==> src/rtl/mem_access_unit_pkg.sv <==
// Shared opcode/funct encodings and store-lane helpers for the memory stage.
package mem_access_unit_pkg;

  localparam int unsigned XLEN = 32;
  localparam int unsigned OPC_W = 7;
  localparam int unsigned FNC_W = 3;
  localparam int unsigned REG_W = 5;
  localparam int unsigned WE_W = 4;

  localparam logic [OPC_W-1:0] OPC_LOAD   = 7'b0000011;
  localparam logic [OPC_W-1:0] OPC_STORE  = 7'b0100011;
  localparam logic [OPC_W-1:0] OPC_BRANCH = 7'b1100011;

  localparam logic [FNC_W-1:0] FNC_LB  = 3'b000;
  localparam logic [FNC_W-1:0] FNC_LH  = 3'b001;
  localparam logic [FNC_W-1:0] FNC_LW  = 3'b010;
  localparam logic [FNC_W-1:0] FNC_LBU = 3'b100;
  localparam logic [FNC_W-1:0] FNC_LHU = 3'b101;
  localparam logic [FNC_W-1:0] FNC_SB  = 3'b000;
  localparam logic [FNC_W-1:0] FNC_SH  = 3'b001;
  localparam logic [FNC_W-1:0] FNC_SW  = 3'b010;

  // Legal funct and natural alignment for the given access.
  function automatic logic access_ok(input logic is_store,
                                     input logic [FNC_W-1:0] funct,
                                     input logic [1:0] lane);
    logic ok;
    ok = 1'b0;
    if (is_store) begin
      case (funct)
        FNC_SB:  ok = 1'b1;
        FNC_SH:  ok = ~lane[0];
        FNC_SW:  ok = (lane == 2'b00);
        default: ok = 1'b0;
      endcase
    end else begin
      case (funct)
        FNC_LB, FNC_LBU: ok = 1'b1;
        FNC_LH, FNC_LHU: ok = ~lane[0];
        FNC_LW:          ok = (lane == 2'b00);
        default:         ok = 1'b0;
      endcase
    end
    return ok;
  endfunction

  function automatic logic [WE_W-1:0] store_we(input logic [FNC_W-1:0] funct,
                                               input logic [1:0] lane);
    logic [WE_W-1:0] we;
    we = '0;
    case (funct)
      FNC_SB:  we = 4'b0001 << lane;
      FNC_SH:  we = lane[1] ? 4'b1100 : 4'b0011;
      FNC_SW:  we = 4'b1111;
      default: we = '0;
    endcase
    return we;
  endfunction

  // Replicate the stored unit across every lane it could occupy.
  function automatic logic [XLEN-1:0] store_wdata(input logic [FNC_W-1:0] funct,
                                                  input logic [XLEN-1:0] sd);
    logic [XLEN-1:0] wd;
    wd = sd;
    case (funct)
      FNC_SB:  wd = {4{sd[7:0]}};
      FNC_SH:  wd = {2{sd[15:0]}};
      default: wd = sd;
    endcase
    return wd;
  endfunction

endpackage

==> src/rtl/mem_access_unit_load_align.sv <==
// Load data lane selection with sign/zero extension.
module load_align
  import mem_access_unit_pkg::*;
(
  input  logic [FNC_W-1:0] funct,
  input  logic [1:0]       lane,
  input  logic [XLEN-1:0]  rdata,
  output logic [XLEN-1:0]  data
);

  logic [7:0]  byte_v;
  logic [15:0] half_v;

  always_comb begin
    byte_v = rdata[7:0];
    case (lane)
      2'd0: byte_v = rdata[7:0];
      2'd1: byte_v = rdata[15:8];
      2'd2: byte_v = rdata[23:16];
      2'd3: byte_v = rdata[31:24];
      default: byte_v = rdata[7:0];
    endcase
  end

  assign half_v = lane[1] ? rdata[31:16] : rdata[15:0];

  always_comb begin
    data = rdata;
    case (funct)
      FNC_LB:  data = {{24{byte_v[7]}}, byte_v};
      FNC_LBU: data = {24'd0, byte_v};
      FNC_LH:  data = {{16{half_v[15]}}, half_v};
      FNC_LHU: data = {16'd0, half_v};
      default: data = rdata;
    endcase
  end

endmodule

==> src/rtl/mem_access_unit.sv <==
// Pipeline memory stage: load/store request/response sequencing and writeback pulse.
module mem_access_unit
  import mem_access_unit_pkg::*;
(
  input  logic             Clock,
  input  logic             Reset,
  input  logic             in_valid,
  output logic             in_ready,
  input  logic [OPC_W-1:0] opcode,
  input  logic [FNC_W-1:0] funct,
  input  logic [XLEN-1:0]  alu_out,
  input  logic [XLEN-1:0]  store_data,
  input  logic [REG_W-1:0] rd,
  output logic             mem_req_valid,
  input  logic             mem_req_ready,
  output logic [XLEN-1:0]  mem_addr,
  output logic [WE_W-1:0]  mem_we,
  output logic [XLEN-1:0]  mem_wdata,
  input  logic             mem_rsp_valid,
  input  logic [XLEN-1:0]  mem_rdata,
  output logic             wb_valid,
  output logic [REG_W-1:0] wb_rd,
  output logic [XLEN-1:0]  wb_data,
  output logic             fault,
  output logic [XLEN-1:0]  fault_addr
);

  typedef enum logic [1:0] {
    ST_IDLE = 2'd0,
    ST_REQ  = 2'd1,
    ST_WAIT = 2'd2
  } state_t;

  state_t           state;
  logic             is_load_q;
  logic [FNC_W-1:0] funct_q;
  logic [1:0]       lane_q;
  logic [REG_W-1:0] rd_q;
  logic [XLEN-1:0]  load_data;
  logic             is_load;
  logic             is_store;

  assign in_ready = (state == ST_IDLE) && !Reset;
  assign is_load  = (opcode == OPC_LOAD);
  assign is_store = (opcode == OPC_STORE);

  load_align u_load_align (
    .funct (funct_q),
    .lane  (lane_q),
    .rdata (mem_rdata),
    .data  (load_data)
  );

  always_ff @(posedge Clock) begin
    if (Reset) begin
      state         <= ST_IDLE;
      is_load_q     <= 1'b0;
      funct_q       <= '0;
      lane_q        <= '0;
      rd_q          <= '0;
      mem_req_valid <= 1'b0;
      mem_addr      <= '0;
      mem_we        <= '0;
      mem_wdata     <= '0;
      wb_valid      <= 1'b0;
      wb_rd         <= '0;
      wb_data       <= '0;
      fault         <= 1'b0;
      fault_addr    <= '0;
    end else begin
      wb_valid <= 1'b0;
      fault    <= 1'b0;
      case (state)
        ST_IDLE: begin
          if (in_valid) begin
            if (is_load || is_store) begin
              if (!access_ok(is_store, funct, alu_out[1:0])) begin
                fault      <= 1'b1;
                fault_addr <= alu_out;
              end else begin
                mem_req_valid <= 1'b1;
                mem_addr      <= {alu_out[XLEN-1:2], 2'b00};
                mem_we        <= is_store ? store_we(funct, alu_out[1:0]) : WE_W'(0);
                mem_wdata     <= store_wdata(funct, store_data);
                is_load_q     <= is_load;
                funct_q       <= funct;
                lane_q        <= alu_out[1:0];
                rd_q          <= rd;
                state         <= ST_REQ;
              end
            end else if (opcode != OPC_BRANCH && rd != REG_W'(0)) begin
              wb_valid <= 1'b1;
              wb_rd    <= rd;
              wb_data  <= alu_out;
            end
          end
        end
        ST_REQ: begin
          if (mem_req_ready) begin
            mem_req_valid <= 1'b0;
            state         <= is_load_q ? ST_WAIT : ST_IDLE;
          end
        end
        ST_WAIT: begin
          if (mem_rsp_valid) begin
            wb_valid <= (rd_q != REG_W'(0));
            wb_rd    <= rd_q;
            wb_data  <= load_data;
            state    <= ST_IDLE;
          end
        end
        default: state <= ST_IDLE;
      endcase
    end
  end

endmodule

==> config.mk <==
export PLATFORM = sky130hd
export DESIGN_NAME = mem_access_unit
export DESIGN_NICKNAME = d
export VERILOG_FILES = /design/src/rtl/mem_access_unit_pkg.sv /design/src/rtl/mem_access_unit_load_align.sv /design/src/rtl/mem_access_unit.sv
export SDC_FILE = /design/constraint.sdc
export NUM_CORES = 1
export LEC_CHECK = 0
export ABC_CLOCK_PERIOD_IN_PS = 1900
export CAP_MARGIN = 5
export CORE_ASPECT_RATIO = 0.7
export CORE_MARGIN = 5
export CORE_UTILIZATION = 30
export CTS_CLUSTER_SIZE = 14
export DETAILED_ROUTE_END_ITERATION = 8
export PLACE_DENSITY_LB_ADDON = 0.15
export SLEW_MARGIN = 5
export SYNTH_ARGS = -nofsm -noshare
export SYNTH_HDL_FRONTEND = slang
export SYNTH_SLANG_ARGS = --single-unit
==> constraint.sdc <==
create_clock -name Clock -period 1.9 [get_ports Clock]
set_input_delay 0.38 -clock Clock [delete_from_list [all_inputs] [get_ports Clock]]
set_output_delay 0.38 -clock Clock [all_outputs]
set_load 0.02 [all_outputs]
==> impl_metrics.py, run 1 <==
metrics = {
    "timing": {
        "layout_min_cycle_time_ns": 1.889,
        "slew_viol_final": 0,
        "period_share_pct": 99.41,
        "finClkSkew_ns": 0.007353,
        "fin_ws_ns": 0.01125,
        "finalSetupTns_ns": 0,
        "hold_viol": 0,
        "hold_ws_ns": 0.2175,
        "fmax_mhz": 529.5,
        "worst_pin_slew_ns": 0.5653,
        "relSlewSlack_pct": 62.32,
        "finalSetupViolations": 0,
        "rsz0062_at_grt": "yes",
    },
    "critical_path": {
        "cp_common_cell": "buf_4",
        "slowest_delay_ns": 0.42,
        "start_kind": "input pin",
        "cp_max_fo": 19,
        "critPathCaptureType": "flip-flop",
        "cp_data_required_time_ns": 2.23,
        "crit_chain": "clkdlybuf4s50_1 > and4bb_2 > nand4_1 > buf_4 > or2_2 > buf_4 > o31ai_1",
        "worstSetupPathType": "in2reg",
        "worst_path_max_delay_cell": "clkdlybuf4s50_1",
        "arrival_ns": 2.22,
    },
    "placed_design": {
        "place_ws_ns": -0.3931,
        "dpl.hpwl_um": 19090,
        "io_buffer_count": 254,
        "gp_congestion": 0.8752,
    },
    "layout": {
        "final_common_cell": "clkdlybuf4s50_1",
        "drive_gt1_share_pct": 10.17,
        "finalNetCount": 1194,
        "layout_common_cells": "clkdlybuf4s50_1 (247), nand2_1 (177), dfxtp_1 (151)",
        "antennaDiodeCount": 0,
        "fin_util_pct": 48.19,
        "area_growth_pct": 57.30,
    },
    "drt": {
        "vias_per_cell": 4.889,
        "vias": 6713,
        "drc": 0,
        "wl_per_cell_um": 18.98,
        "firstDrtPassIters": 5,
        "ant_nets": 0,
        "drt_iter0_markers": 592,
        "drt-total-wl_um": 26060,
    },
    "power_and_ir_drop": {
        "ir_worst_vdd_mv": 0.5472,
        "swShare_pct": 25.00,
        "p_leak_nw": 3.721,
        "power_switching_mw": 1.868,
        "total_power_mw": 7.473,
        "p_int_mw": 5.604,
        "p_seq_share_pct": 43.5,
        "combPwrFrac_pct": 12.2,
        "clkPwrFrac_pct": 44.3,
        "p_per_area_nw_per_um2": 711.7,
    },
    "global_route": {
        "grt_overflow": 0,
        "grt_pass1_vias": 6422,
        "grt_max_degree": 117,
        "antenna_found_initial": 3,
        "grt_util_all_layers_pct": 19.60,
        "grt_pass1_wl_um": 38700,
    },
    "yosys": {
        "synth_edf_count": 0,
        "synth_ff_type": "dfxtp_1",
        "async_reset_ff_share_pct": 0,
        "seq_area_frac_synth_pct": 45.29,
        "synth_area_um2": 6675,
        "syn_inst": 809,
        "synth_cell_types": 47,
        "synth-seq-cells": 151,
        "synth_warnings": 0,
        "synth_area_per_cell_um2": 8.251,
    },
    "clock_network": {
        "h-tree-depth": 4,
        "numCtsBuffers": 17,
        "clk_latency_ns": 0.42,
        "clkTransAtPathRegs_ns": 0.06,
        "cts_root_buffer": "clkbuf_16",
        "clkSinkCount": 151,
        "cts.path.max_buffers": 2,
        "cts_tree": "done",
        "hold_buffers": 0,
    },
    "die": {
        "placementRows": 45,
        "start_util_pct": 30.63,
        "die_area_um2": 25380,
        "ios": 257,
        "core_um2": 21790,
        "die_w_um": 188.3,
        "die_height_um": 134.8,
    },
    "run_status": {
        "status": "finished clean",
    },
    "run": {
        "max_cap_violations": 0,
    },
    "min_path": {
        "hp-class": "in2reg",
    },
}
-- state kept, by name, summed over array words and instances, names as in the netlist, 2 cells and up --
signal and count:
fault_addr 32, funct_q 3, lane_q 2, mem_addr 30, mem_wdata 32, mem_we 4, rd_q 5, state 2
wb_data 32, wb_rd 5
-- cell families after synthesis --
group / after synthesis / share of synthesized area, %
other cells: 1 / 0.05618
buf+inv: 73 / 5.248
mux: 52 / 7.798
flops: 151 / 45.29
simple gates: 328 / 20.90
compound gates: 204 / 20.71
-- cell usage after synthesis, types with 7 or more instances --
cell type	instances	area share, %
nor3_1	7	0.52
a211oi_1	10	1.1
clkbuf_1	34	1.9
mux2i_1	52	7.8
o211ai_1	10	1.1
nand2b_1	9	0.84
a21oi_1	89	6.7
buf_2	25	1.9
a22o_1	9	1.2
nor2b_1	10	0.94
dfxtp_1	151	45
a311oi_1	14	1.8
a21o_1	7	0.79
a22oi_1	9	1.0
nand3_1	14	1.0
a211o_1	22	2.9
nor2_1	94	5.3
a31oi_1	8	0.75
nand2_1	177	10
o21ai_0	9	0.67
-- power by group through the flow --
stage          clock network (mW)  logic [mW]  registers [mW]
2_1_floorplan                   0       0.270            3.39
3_3_place_gp                    0       0.912            3.32
3_5_place_dp                    0       0.908            3.32
4_1_cts                      3.40       0.912            3.25
5_1_grt                      3.52       0.975            3.26
6_report                     3.31       0.909            3.25
-- worst max-delay path, delay by kind of cell --
kind | cells | cell delay [ns]
buf+inv | 3 | 0.82
simple gates | 3 | 0.75
compound gates | 1 | 0.27
-- final cells by class --
| class | instances | area (µm²) |
|---|---|---|
| inverter | 5 | 18.77 |
| clock inverter | 11 | 98.84 |
| sequential | 151 | 3023 |
| tap | 282 | 352.8 |
| clock buffer | 21 | 470.5 |
| fill | 2116 | 11290 |
| timing repair buffer | 317 | 3208 |
| multi-input combinational | 586 | 3328 |
-- worst paths after layout --
| kind | to | cells past startpoint | slack, ns | start |
|---|---|---|---|---|
| worst min register to register | wb_data[26]$_SDFFE_PP0P_ | 2 | 0.45 | wb_data[26]$_SDFFE_PP0P_ |
| worst max-delay path | mem_we[2]$_SDFFE_PP0P_ | 7 | 0.01 | opcode[2] |
| worst max register to register | mem_we[2]$_SDFFE_PP0P_ | 6 | 0.09 | state[1]$_SDFFE_PP0P_ |
| worst min-delay path | fault_addr[0]$_SDFFE_PP0P_ | 2 | 0.22 | Reset |
-- layer usage --
| metal | global-route usage, % | wire [µm] |
|---|---|---|
| met1 | 29.42 | 13180 |
| met2 | 26.50 | 10360 |
| met3 | 7.416 | 2365 |
| met4 | 3.830 | 131 |
| met5 | 0 | 27 |
-- metrics by stage --
step,area (µm²),std cells
6_report,10500,1373
5_1_grt,10500,1373
4_1_cts,10430,1370
3_5_place_dp,9863,1338
3_3_place_gp,9863,1338
2_1_floorplan,6679,810
-- repair_timing --
item | 4_1_cts | 5_1_grt
resized for setup | 2 | 13
buffers inserted | 0 | 2
cloned | 0 | 1
endpoints found under the setup margin | 2 | 37
(Power assumes the default switching activity.)
==> run 2: changes to the inputs <==
- GPL_ROUTABILITY_DRIVEN: unset -> 0
==> results of run 2 <==
Final layout, timing and power as in run 1 (identical DEF).
==> run 3: changes to the inputs <==
- ABC_AREA: unset -> 1
==> run 3 against run 2 <==
Effect of this change: count of clock-buffer cells in the layout shrank 2; core utilization shrank 2.2 points; sequential power is essentially flat; clock skew grew 0.0054 ns; sequential cell count is the same; synthesized cell count grew 30%; synthesized area grew 11%; critical path depth shrank 6; clock power shrank 3%; final cell count grew 21%; sequential share of layout area shrank 2.0 points.
==> impl_metrics.py, run 3 <==
metrics = {
    "global_route": {
        "grt_overflow": 0,
        "grt_max_degree": 53,
        "grt_pass1_wl_um": 43660,
        "grt_pass1_vias": 7385,
        "grt_util_all_layers_pct": 20.02,
        "antenna_found_initial": 1,
    },
    "timing": {
        "hold_viol": 0,
        "finClkSkew_ns": 0.01275,
        "worst_pin_slew_ns": 0.6203,
        "period_share_pct": 95.30,
        "fin_ws_ns": 0.08924,
        "finalSetupViolations": 0,
        "layout_min_cycle_time_ns": 1.811,
        "relSlewSlack_pct": 58.65,
        "fmax_mhz": 552.3,
        "rsz0062_at_grt": "no",
        "slew_viol_final": 0,
        "hold_ws_ns": 0.4422,
    },
    "critical_path": {
        "cp_data_required_time_ns": 1.52,
        "crit_chain": "clkdlybuf4s50_1",
        "start_kind": "flip-flop",
        "cp_num_cells": 1,
        "worstReg2RegStart": "state[0]$_SDFFE_PP0P_",
        "reg2reg_slack_ns": 0.21,
        "arrival_ns": 1.43,
        "worstSetupPathType": "reg2out",
        "worst_path_max_delay_cell": "clkdlybuf4s50_1",
        "slowest_delay_ns": 0.64,
        "startpoint": "wb_data[15]$_SDFFE_PP0P_",
        "critPathCaptureType": "output pin",
        "cp_max_fo": 2,
        "cpLargestDelayFamily": "buffers and inverters",
        "r2r-end": "wb_data[7]$_SDFFE_PP0P_",
        "crit_buf_inv": 1,
        "worstRegToRegCells": 8,
    },
    "yosys": {
        "synth_edf_count": 0,
        "synthTopCellsByCount": "a21oi_1 (172), dfxtp_1 (151), nand2_1 (144)",
        "synth_warnings": 0,
        "async_reset_ff_share_pct": 0,
        "synth_largest_area_cell": "dfxtp_1",
        "syn_inst": 1052,
        "synth-seq-cells": 151,
        "synth_area_um2": 7425,
        "synth_ff_type": "dfxtp_1",
        "synth_area_per_cell_um2": 7.058,
        "yosysTopAreaCellShare_pct": 40.71,
        "ys_top_cells_by_area": "dfxtp_1 (41%), a21oi_1 (12%), nand2_1 (7.3%)",
        "synth.most_common_cell": "a21oi_1",
        "synth_cell_types": 29,
        "seq_area_frac_synth_pct": 40.71,
    },
    "drt": {
        "vias_per_cell": 4.794,
        "wl_per_cell_um": 17.57,
        "ant_nets": 0,
        "drt_iter0_markers": 523,
        "firstDrtPassIters": 7,
        "drc": 0,
        "vias": 7944,
        "drt-total-wl_um": 29120,
    },
    "die": {
        "die_height_um": 141.6,
        "placementRows": 48,
        "ios": 257,
        "die_w_um": 198.0,
        "start_util_pct": 30.30,
        "core_um2": 24500,
        "die_area_um2": 28050,
    },
    "clock_network": {
        "cts_tree": "done",
        "hold_buffers": 0,
        "cts_root_buffer": "clkbuf_16",
        "numCtsBuffers": 17,
        "clkTransAtPathRegs_ns": 0.07,
        "clkSinkCount": 151,
        "post-cts-setup-buffers": 0,
        "h-tree-depth": 4,
        "clk_latency_ns": 0.43,
        "cts.path.max_buffers": 2,
    },
    "layout": {
        "finalNetCount": 1433,
        "fillerInstances": 2528,
        "area_growth_pct": 51.74,
        "multi_input_area_um2": 3682,
        "drive_gt1_share_pct": 14.66,
        "reg.largest.list": "fault_addr x32, mem_wdata x32, wb_data x32",
        "seqCellArea_um2": 3023,
        "final_common_cell": "clkdlybuf4s50_1",
        "layout_common_cells": "clkdlybuf4s50_1 (251), a21oi_1 (172), dfxtp_1 (151)",
    },
    "power_and_ir_drop": {
        "p_leak_nw": 4.483,
        "p_per_area_nw_per_um2": 682.3,
        "ir_worst_vdd_mv": 0.5797,
    },
    "min_path": {
        "worstHoldPathCells": 2,
        "hold_path_end": "fault_addr[30]$_SDFFE_PP0P_",
        "min_from": "fault_addr[30]$_SDFFE_PP0P_",
        "hp-class": "reg2reg",
    },
    "run_status": {
        "status": "finished clean",
    },
    "placed_design": {
        "dpl.hpwl_um": 22070,
        "place_ws_ns": -0.3659,
        "io_buffer_count": 254,
    },
    "run": {
        "max_cap_violations": 0,
    },
}
## run 3: cell types whose count changed in the layout (fill, tap and decap cells not counted), moves of 45 or more
cell,before,now
o21ai_0,9,91
a21oi_1,89,172
nor3_2,1,46
inv_1,5,80
mux2i_1,52,0
nand3_1,14,82
## run 3: final cells by class
cell class / instances / share of cell area (%)
diodes: 2 / 0.04442
clock buffers: 19 / 3.932
flip-flops and latches: 151 / 26.83
inverters: 86 / 2.865
repair buffers: 326 / 29.03
well taps: 325 / 3.610
multi-input cells: 735 / 32.69
clock inverters: 13 / 0.9996
## run 3: through the flow
stage	std cells	utilization (%)	instance area (µm²)	setup TNS [ns]	total power [mW]
after floorplan	1053	-	7428	0	3.856
after global placement	1622	43.47	10650	-37.93	4.550
after detailed placement	1622	43.47	10650	-41.20	4.543
after CTS	1654	45.74	11210	0	7.779
after global routing	1655	45.96	11260	0	8.022
final	1657	45.98	11270	0	7.687
## run 3: timing repair
action                                 4_1_cts  5_1_grt
gates resized for setup                      1        7
gates cloned                                 0        1
setup endpoints to repair                    1       79
endpoints found under the hold margin        0        0
## run 3: routing by layer
layer  part of all wire [%]  global-route usage (%)  vias to the layer above
li1                       -                       -                     4002
met1                     50                   31.66                     3615
met2                     39                   26.97                      302
met3                    9.8                   5.103                       25
met4                   0.85                   4.020                        0
met5                      0                       0                        -
## run 3: worst max-delay path by stage
stage / to
floorplan: fault_addr[2]$_SDFFE_PP0P_
global placement: is_load_q$_SDFFE_PP0P_
detailed placement: mem_addr[27]$_SDFFE_PP0P_
CTS: wb_data[15]
global route: fault_addr[19]$_SDFFE_PP0P_
finish: wb_data[15]
## run 3: logic make-up (layout without fill, tap and decap cells)
family	Yosys count	after routing	share of synthesized area (%)
simple gates	446	446	29.51
compound gates	287	287	19.48
buf+inv	167	444	10.25
flops	151	151	40.71
other cells	1	4	0.05051
## run 3: power breakdown
group | switching (mW) | internal (mW) | total [mW]
Sequential | 0.0408 | 3.24 | 3.28
Clock | 1.46 | 1.74 | 3.21
Combinational | 0.637 | 0.565 | 1.20
Total | 2.14 | 5.54 | 7.69
